File: src/rtl/arbitro_tx.sv
// Round-robin, message-level arbiter sharing one UART transmitter between two char streams.
// One char: carrega -> envia (start pulse) -> aguarda pronto (watchdog) -> advance or release.
module arbitro_tx #(
    parameter int DATA_W         = 7,
    parameter int TIMEOUT_CYCLES = 100000
) (
    input  logic              i_clock,
    input  logic              i_reset,
    input  logic              i_req0,
    input  logic              i_req1,
    input  logic [DATA_W-1:0] i_dado0,
    input  logic [DATA_W-1:0] i_dado1,
    input  logic              i_ultimo0,
    input  logic              i_ultimo1,
    input  logic              i_pronto_tx,
    output logic              o_partida_tx,
    output logic [DATA_W-1:0] o_dado_tx,
    output logic              o_grant0,
    output logic              o_grant1,
    output logic              o_prox0,
    output logic              o_prox1,
    output logic              o_fim0,
    output logic              o_fim1,
    output logic              o_erro_timeout,
    output logic              o_ocupado
);
    localparam int TW = (TIMEOUT_CYCLES > 1) ? $clog2(TIMEOUT_CYCLES) : 1;
    localparam logic [TW-1:0] TMAX = TW'(TIMEOUT_CYCLES - 1);

    typedef enum logic [2:0] {
        OCIOSO,
        CARREGA,
        ENVIA,
        AGUARDA,
        AVANCA,
        FIM,
        ABORTA
    } estado_t;

    estado_t           r_estado;
    estado_t           w_prox_estado;
    logic              r_dono;
    logic              r_ult_serv;
    logic              r_ultimo;
    logic [TW-1:0]     r_timer;
    logic [DATA_W-1:0] r_dado_tx;

    logic              w_dono_sel;
    logic              w_tempo_esgotado;
    logic [DATA_W-1:0] w_dado_dono;
    logic              w_ultimo_dono;

    // On a tie the requester that was not served last wins.
    assign w_dono_sel       = (i_req0 && i_req1) ? ~r_ult_serv : i_req1;
    assign w_tempo_esgotado = (r_timer == TMAX);
    assign w_dado_dono      = r_dono ? i_dado1 : i_dado0;
    assign w_ultimo_dono    = r_dono ? i_ultimo1 : i_ultimo0;
    assign o_dado_tx        = r_dado_tx;

    always_ff @(posedge i_clock) begin
        if (i_reset) begin
            r_estado <= OCIOSO;
        end else begin
            r_estado <= w_prox_estado;
        end
    end

    always_comb begin
        w_prox_estado  = r_estado;
        o_partida_tx   = 1'b0;
        o_prox0        = 1'b0;
        o_prox1        = 1'b0;
        o_fim0         = 1'b0;
        o_fim1         = 1'b0;
        o_erro_timeout = 1'b0;
        case (r_estado)
            OCIOSO: begin
                if (i_req0 || i_req1) begin
                    w_prox_estado = CARREGA;
                end
            end
            CARREGA: w_prox_estado = ENVIA;
            ENVIA: begin
                o_partida_tx  = 1'b1;
                w_prox_estado = AGUARDA;
            end
            AGUARDA: begin
                // pronto on the final watchdog cycle still counts as success
                if (i_pronto_tx) begin
                    w_prox_estado = r_ultimo ? FIM : AVANCA;
                end else if (w_tempo_esgotado) begin
                    w_prox_estado = ABORTA;
                end
            end
            AVANCA: begin
                o_prox0       = ~r_dono;
                o_prox1       = r_dono;
                w_prox_estado = CARREGA;
            end
            FIM: begin
                o_fim0        = ~r_dono;
                o_fim1        = r_dono;
                w_prox_estado = OCIOSO;
            end
            ABORTA: begin
                o_erro_timeout = 1'b1;
                o_fim0         = ~r_dono;
                o_fim1         = r_dono;
                w_prox_estado  = OCIOSO;
            end
            default: w_prox_estado = OCIOSO;
        endcase
        o_ocupado = (r_estado != OCIOSO);
        o_grant0  = o_ocupado && !r_dono;
        o_grant1  = o_ocupado && r_dono;
    end

    always_ff @(posedge i_clock) begin
        if (i_reset) begin
            r_dono     <= 1'b0;
            r_ult_serv <= 1'b1;
            r_ultimo   <= 1'b0;
            r_timer    <= '0;
            r_dado_tx  <= '0;
        end else begin
            case (r_estado)
                OCIOSO: begin
                    if (i_req0 || i_req1) begin
                        r_dono <= w_dono_sel;
                    end
                end
                CARREGA: begin
                    r_dado_tx <= w_dado_dono;
                    r_ultimo  <= w_ultimo_dono;
                end
                ENVIA:       r_timer    <= '0;
                AGUARDA:     r_timer    <= r_timer + TW'(1);
                FIM, ABORTA: r_ult_serv <= r_dono;
                default: ;
            endcase
        end
    end
endmodule

File: config.mk
export PLATFORM = sky130hd
export DESIGN_NAME = arbitro_tx
export DESIGN_NICKNAME = d
export VERILOG_FILES = /design/src/rtl/arbitro_tx.sv
export SDC_FILE = /design/constraint.sdc
export NUM_CORES = 1
export LEC_CHECK = 0
export BUFFER_PORTS_ARGS = -buffer_cell sky130_fd_sc_hd__buf_2
export CORE_MARGIN = 2
export CORE_UTILIZATION = 50
export CTS_BUF_LIST = sky130_fd_sc_hd__clkbuf_2 sky130_fd_sc_hd__clkbuf_4 sky130_fd_sc_hd__clkbuf_8
export DETAILED_ROUTE_END_ITERATION = 10
export HOLD_SLACK_MARGIN = 0.03
export PLACE_DENSITY = 0.81
export SETUP_SLACK_MARGIN = 0.5
export SLEW_MARGIN = 30
export SYNTH_ARGS = -nofsm -noshare
export SYNTH_HDL_FRONTEND = slang
export SYNTH_SLANG_ARGS = --single-unit
File: constraint.sdc
create_clock -name i_clock -period 1.6 [get_ports i_clock]
set_input_delay 0.32 -clock i_clock [delete_from_list [all_inputs] [get_ports i_clock]]
set_output_delay 0.32 -clock i_clock [all_outputs]
set_load 0.02 [all_outputs]
======== After elaboration in Yosys (flattened, before gate mapping) ========
Index checks and enable logic that the tools add are counted.
W data, S select, Z words.
storage, ports and cells
  output and inout port bits .............. 16
  register bits ........................... 30
operators by class
  add/sub/neg operators ................... 1
  reduce and logical (&&, ||, !) cells .... 11
  muxes and demuxes ....................... 15
  equal/unequal tests ..................... 9
  bitwise gates (word level) .............. 2
operator list
  operator                 number
  $pmux W17 S2             1
  $add A17 B1 Y17 const B  1
  $eq A17 B17 Y1 const B   1
  $pmux W3 S5              1
  $eq A3 B3 Y1 const B     3
  $mux W1                  9
  $mux W3                  3
  $mux W7                  1
  $eq A3 B2 Y1 const B     2
  $reduce_and A2 Y1        2
  $eq A3 B1 Y1 const B     1
  $logic_and A1 B1 Y1      3
  $logic_not A3 Y1         1
  $ne A3 B3 Y1 const B     1
  $reduce_bool A3 Y1       1
  $ne A2 B2 Y1 const B     1
  $not A1 Y1               2
  $reduce_bool A2 Y1       1
  $reduce_or A2 Y1         1
  $logic_not A1 Y1         1
  $logic_or A1 B1 Y1       1

======== Depth between registers and ports, before layout ========
Gate-level depths: netlist of run 1.
  word-level depth ........................ 4
  mapped depth ............................ 6
  depth with buffers taken out ............ 5

======== Worst setup path after synthesis of run 1 ========
No wires, ideal clock.
  path kind ............................... reg2reg
  start point ............................. register r_estado[1]
  end point ............................... register r_timer[14]
  data required time ...................... 1.468 ns
  slack ................................... -0.083 ns
  stages on the path, launching flop included .. 6
  data arrival time ....................... 1.551 ns
  library setup time ...................... 0.132 ns
  cells stage by stage .................... dfxtp_1 buf_2 nor3b_1 nor2b_1 o31ai_1 a21oi_1
on the way
  cells in the longest elaborated chain, start to end .. 2
  elaborated cells on any way between the ends .. 4
  those cells by class .................... eq/ne (2); mux (1); reduce/logical (1)
RTL lines
  element                                             line  text
  start: declaration                                  40    estado_t r_estado;
  start signal: assignment                            64    r_estado <= w_prox_estado;
  $eq A3 B2 Y1                                        126   case (r_estado)
  $pmux W17 S2 or $reduce_bool A2 Y1 (tied branches)  -
  end signal: assignment                              137   AGUARDA: r_timer <= r_timer + TW'(1);
  end: declaration                                    45    logic [TW-1:0] r_timer;
Parallel ways exist; a longest one is shown, timed or not.
A chain may end at the register's enable or synchronous reset.

======== Worst setup path after layout of run 1 ========
  start point ............................. register r_estado[0]
  end point ............................... output o_fim1
on the way
  cells in the longest elaborated chain, start to end .. 3
  elaborated cells on any way between the ends .. 4
  those cells by class .................... eq/ne (2); mux (1); reduce/logical (1)
RTL lines
  element                       line  text
  $eq A3 B3 Y1                  76    case (r_estado)
  $reduce_or A2 Y1 (no line) *  -
  $mux W1 *                     76
  end: declaration              23    output logic o_fim1,
Mark *: on every way between the ends. The rest lies on a longest branch, timed or not.

==> results.cfg, run 1 <==
[drt]
drt-total-wl_um = 8610
num_vias = 2256
wl_per_cell_um = 27.0
dr.pass1.iters = 7
dr.first_iter.drc_count = 455
ant_nets = 0
vias_per_cell = 7.07
drc = 0

[layout]
fillers = 87
drive_above_1_share = 0.702
nNetsFinal = 297
antennaDiodeCount = 0
finalInstanceArea_mm2 = 0.00290
finish.utilization = 0.949
area_growth_pct = 79.4

[clock_tree]
cts_buffers = 5
htreeDepth = 2
cts_tree = built
cts_max_path_buffers = 2
clock_latency_ns = 0.36
root_buffer = clkbuf_4
clk_pin_slew_ns = 0.10
cts.sinks = 30

[floorplanning]
num_rows = 20
die-area_mm2 = 0.00370
initial_utilization = 0.529
ios = 37
core_mm2 = 0.00305
die_w_um = 60.8
die_y_um = 60.8

[sta]
finalSetupViolations = 21
tightest_slew_ns = 0.777
fin_crit_sh = 1.12
slew_headroom = 0.482
rsz0062_at_grt = yes
drv_slew = 0
timing.fmax_mhz = 558
layout_setup_ws_ns = -0.192
fin_skew_ns = 0.00786
finalHoldViolations = 0
period_needed_ns = 1.79

[critical_path]
cp-start-kind = register
worstSetupEndpointType = output port
path_class = reg -> out
arrival_ns = 1.47
path_cells = buf_8 > xor2_2 > nand2_2 > nor2_4 > buf_6
cp_top_family = flip-flops
max_stage_delay_ns = 0.38
cp_num_buf_inv = 2
required_ns = 1.28
r2r_end = r_estado[0]
rrSetupSlack_ns = -0.15
r2r-start = r_estado[0]
cp_slowest_cell = dfxtp_4
cp_max_fo = 5
r2r_cells = 6

[status]
outcome = finished with violations
violations = negative setup slack

[global_route]
antenna_found_initial = 0
grt_pass1_wl_um = 8880
grt_usage = 0.327
grt_pass1_vias = 1812
gr-total-overflow = 0
grt_max_degree = 31

[power_and_ir_drop]
p_seq_frac = 0.406
switching_power_mw = 0.749
p_sw_frac = 0.367
worst_ir_drop_vdd_mv = 0.633
clkPwrFrac = 0.226
p_int_mw = 1.29
powerDensity_mw_per_mm2 = 704
p_leak_nw = 1.08
p_comb_frac = 0.368

[placed_design]
place_hpwl_um = 2780
port_buffers = 36
post_dp_cell_area_mm2 = 0.00202
gp_congestion = 0.796

[synthesis]
yosysTopAreaCell = dfxtp_1
ys_warn_count = 0
synth_cell_type_count = 47
yosysTopAreaCellShare = 0.372
synth.area.top_cells = dfxtp_1 (37%), a21oi_1 (6.2%), nor2_1 (5.8%)
synth-seq-cells = 30
synth-edff-count = 0
syn_inst = 194
avgSynthCellArea_um2 = 8.33
synth_most_common_cell = dfxtp_1
async_flop_share = 0
ys.flop_type = dfxtp_1
synth.yosys.seq_area_share = 0.372
syn_nets = 216
synth_area_mm2 = 0.00162
synth_commonest_cells = dfxtp_1 (30), nor2_1 (25), a21oi_1 (20), o21ai_0 (11)

[flow_run]
drv_cap = 0

[hold_path]
worst_hold_path.endpoint = r_dono
holdCritStartpoint = i_req1
min_path_type = in -> reg
holdPathStages = 3
[layout make-up]
cell class / instances / area (µm²) / share of cell area
sequential: 30 / 646 / 0.223
clock buffer: 5 / 37.5 / 0.0130
tap: 44 / 55.1 / 0.0190
multi-input combinational: 145 / 1340 / 0.463
clock inverter: 2 / 10.0 / 0.00345
inverter: 5 / 28.8 / 0.00993
timing repair buffer: 88 / 778 / 0.269
[state kept, by name, indices dropped and copies added, names as in the netlist]
register	flops
r_dono	1
r_ultimo	1
r_estado	3
r_timer	17
r_ult_serv	1
o_dado_tx	7
[power groups by stage]
stage | Combinational [mW] | Sequential (mW) | Clock, mW
after floorplan | 0.269 | 0.847 | 0
after CTS | 0.533 | 0.811 | 0.436
after global placement | 0.368 | 0.828 | 0
after detailed placement | 0.374 | 0.829 | 0
final | 0.750 | 0.829 | 0.461
after global routing | 0.766 | 0.831 | 0.483
[through the flow]
step | setup slack, ns | instances | setup TNS [ns] | hold slack (ns) | power [mW]
final | -0.192 | 319 | -2.25 | 0.255 | 2.04
after global routing | -0.208 | 319 | -2.92 | 0.291 | 2.08
after CTS | -0.0851 | 305 | -0.459 | 0.263 | 1.78
after detailed placement | 0.0485 | 275 | 0 | 0.454 | 1.20
after global placement | 0.0587 | 275 | 0 | 0.456 | 1.20
after floorplan | 0.0972 | 194 | 0 | 0.436 | 1.12
[layer usage]
metal	global-route usage	vias up	part of all wire
li1	-	881	-
met1	0.432	1048	0.36
met2	0.501	238	0.45
met3	0.0959	89	0.11
met4	0.134	0	0.072
met5	0	-	0
[how the worst max path moves through the flow]
stage,start,to,cells past startpoint
3_5_place_dp,r_timer[1],r_timer[10],5
2_1_floorplan,r_timer[0],r_timer[10],6
4_1_cts,r_estado[0],o_fim1,5
5_1_grt,r_estado[0],o_fim1,5
3_3_place_gp,r_estado[2],r_timer[13],4
6_report,r_estado[0],o_fim1,5
[worst register-to-register path, delay by kind of cell (launching register included)]
family / cells / cell delay, ns
and+or+nand+nor: 1 / 0.25
AOI/OAI and AO/OA: 3 / 0.77
buffers and inverters: 2 / 0.23
DFF: 1 / 0.38
[what timing repair did]
| item | in CTS | in global routing |
|---|---|---|
| hold endpoints to repair | 0 | 0 |
| hold buffers | 0 | 0 |
| setup buffers | 22 | 14 |
| pin swaps | 24 | 19 |
| gates resized for setup | 81 | 70 |
| cloned | 1 | 0 |
| setup endpoints to repair | 45 | 45 |
[cell usage in the layout (no fill, tap or decap), drive strengths merged, types with 2 or more instances in the layout]
cell type / count
dfxtp: 30
a211oi: 9
nand3: 7
or3: 3
a41oi: 3
a21o: 2
clkbuf: 5
o31ai: 4
nor2: 25
or4: 6
inv: 5
o21ai: 11
buf: 88
a31oi: 3
mux2i: 8
and3: 5
nor3b: 2
a21oi: 20
nor3: 5
and4: 3
nand2: 9
nor2b: 4
clkinv: 2
[cell families after synthesis]
family	share of synthesized area
compound gates	0.215
xor+xnor	0.00542
fa+ha+maj	0.00774
buf+inv	0.0581
flops	0.372
mux	0.0496
simple gates	0.293
(Power assumes the default switching activity.)
==> inputs of run 2 (changes only) <==
- CORE_UTILIZATION: 50 -> 45
- PLACE_DENSITY: 0.81 -> 0.74
==> run 2 against run 1 <==
The run still ends with negative setup slack left. Core utilization down 7.8 points. Design area grew 1.9%. Power grew 0.42%. Sequential power decreased by 0.6%. Die area increased by 10%. Critical path type unchanged. Cell count up 0.31%. Via count is 13% lower. Highest routed layer unchanged. Global-route usage down 6.0 points. Sequential cell count stayed put. Worst setup slack better by 0.063 ns. Critical endpoint is now o_grant1. First-iteration DRC count down 59%.
==> results.cfg, run 2 (synthesized netlist as in run 1, its figures left out) <==
[layout]
final_common_cell = buf_6
largest_reg_flops = 17
fillers = 160
area_growth_pct = 82.8
antennaDiodeCount = 0
mostFrequentLayoutCells = buf_6 (36), buf_4 (25), buf_2 (20)
fin_cells = 320
finalInstanceArea_mm2 = 0.00295
top_register = r_timer
nNetsFinal = 296
drive_above_1_share = 0.723

[clock_tree]
clk_pin_slew_ns = 0.11
cts_hold_buf = 0
root_buffer = clkbuf_4
htreeDepth = 2
cts.sinks = 30
clock_latency_ns = 0.35
cts_max_path_buffers = 2
cts_tree = built
cts_buffers = 5

[floorplanning]
initial_utilization = 0.477
die_y_um = 63.9
num_rows = 21
die_w_um = 63.9
ios = 37
die-area_mm2 = 0.00408
core_mm2 = 0.00339

[power_and_ir_drop]
p_total_mw = 2.05
p_leak_nw = 1.09
powerDensity_mw_per_mm2 = 694
worst_ir_drop_vdd_mv = 0.658

[sta]
fin_skew_ns = 0.0126
fin_crit_sh = 1.08
rsz0062_at_grt = yes
layout_setup_ws_ns = -0.129
timing.fmax_mhz = 579
slew_headroom = 0.455
hold_slack_ns = 0.268
finalHoldViolations = 0
period_needed_ns = 1.73
tightest_slew_ns = 0.817
drv_slew = 0
finalSetupViolations = 12

[placed_design]
post_dp_cell_area_mm2 = 0.00203
place_hpwl_um = 2800
place_inst = 278
gp_congestion = 0.847
port_buffers = 36

[critical_path]
cp_num_buf_inv = 3
path_cells = buf_12 > nor3_4 > buf_12 > nor2_4 > buf_6
required_ns = 1.28
cp_max_fo = 5
cp_top_family = buffers and inverters
cpMostUsedCell = buf_12
max_stage_delay_ns = 0.37
cp-start-kind = register
arrival_ns = 1.41
worstSetupEndpointType = output port
path_class = reg -> out
cp_slowest_cell = dfxtp_4

[drt]
vias_per_cell = 6.16
wl_per_cell_um = 20.8
num_vias = 1970
drt-total-wl_um = 6650
dr.pass1.iters = 4
dr.first_iter.drc_count = 185
drc = 0
ant_nets = 0

[global_route]
antenna_found_initial = 0
grt_usage = 0.267
gr-total-overflow = 0
grt_pass1_wl_um = 8600
grt_max_degree = 31
grt_pass1_vias = 1859

[hold_path]
min_path_type = in -> reg

[status]
violations = negative setup slack
outcome = finished with violations

[flow_run]
drv_cap = 0
==> run 2: final cells by class <==
type	instances	area, µm²	share of cell area
Timing Repair Buffer	86	783	0.265
Inverter	5	21.3	0.00720
Multi-Input combinational cell	146	1390	0.469
Tap cell	46	57.6	0.0195
Sequential cell	30	652	0.221
Clock buffer	7	52.6	0.0178
==> run 2: worst register-to-register path: stages (launching register included) <==
cell and delay (ns):
dfxtp_4 0.38, buf_8 0.15, buf_6 0.13, buf_6 0.12, nor3_4 0.21, buf_8 0.21, nor2_4 0.05, a211oi_1 0.30
==> run 2: what timing repair did <==
action | CTS | global route
endpoints found under the hold margin | 0 | 0
gates cloned | 2 | 0
endpoints found under the setup margin | 44 | 46
buffers inserted | 27 | 6
resized for setup | 100 | 65
pin swaps | 32 | 29
==> run 2: metrics by stage <==
stage / utilization / setup TNS, ns / worst slack (ns)
2_1_floorplan: - / 0 / 0.0972
3_3_place_gp: 0.598 / 0 / 0.0879
3_5_place_dp: 0.598 / 0 / 0.0462
4_1_cts: 0.777 / -0.239 / -0.0878
5_1_grt: 0.871 / -1.25 / -0.160
6_report: 0.871 / -0.809 / -0.129
==> run 2: path summary, 6_finish.rpt <==
| path | from | endpoint | slack, ns | cells after the start |
|---|---|---|---|---|
| max | r_estado[0] | o_grant1 | -0.13 | 5 |
| min | i_req1 | r_dono | 0.27 | 3 |
| max reg2reg | r_estado[1] | o_dado_tx[3] | -0.06 | 7 |
| min reg2reg | r_ult_serv | r_ult_serv | 0.51 | 1 |
==> run 2: metal layers <==
| layer | vias up | part of all wire | global-route usage |
|---|---|---|---|
| li1 | 882 | - | - |
| met1 | 956 | 0.37 | 0.319 |
| met2 | 109 | 0.52 | 0.448 |
| met3 | 23 | 0.073 | 0.0528 |
| met4 | 0 | 0.038 | 0.144 |
| met5 | - | 0 | 0 |
==> run 2: power by group <==
| group | switching, mW | internal, mW | total (mW) | leakage, nW |
|---|---|---|---|---|
| clock | 0.285 | 0.200 | 0.485 | 0.0322 |
| sequential | 0.0450 | 0.779 | 0.824 | 0.255 |
| combinational | 0.381 | 0.359 | 0.740 | 0.803 |
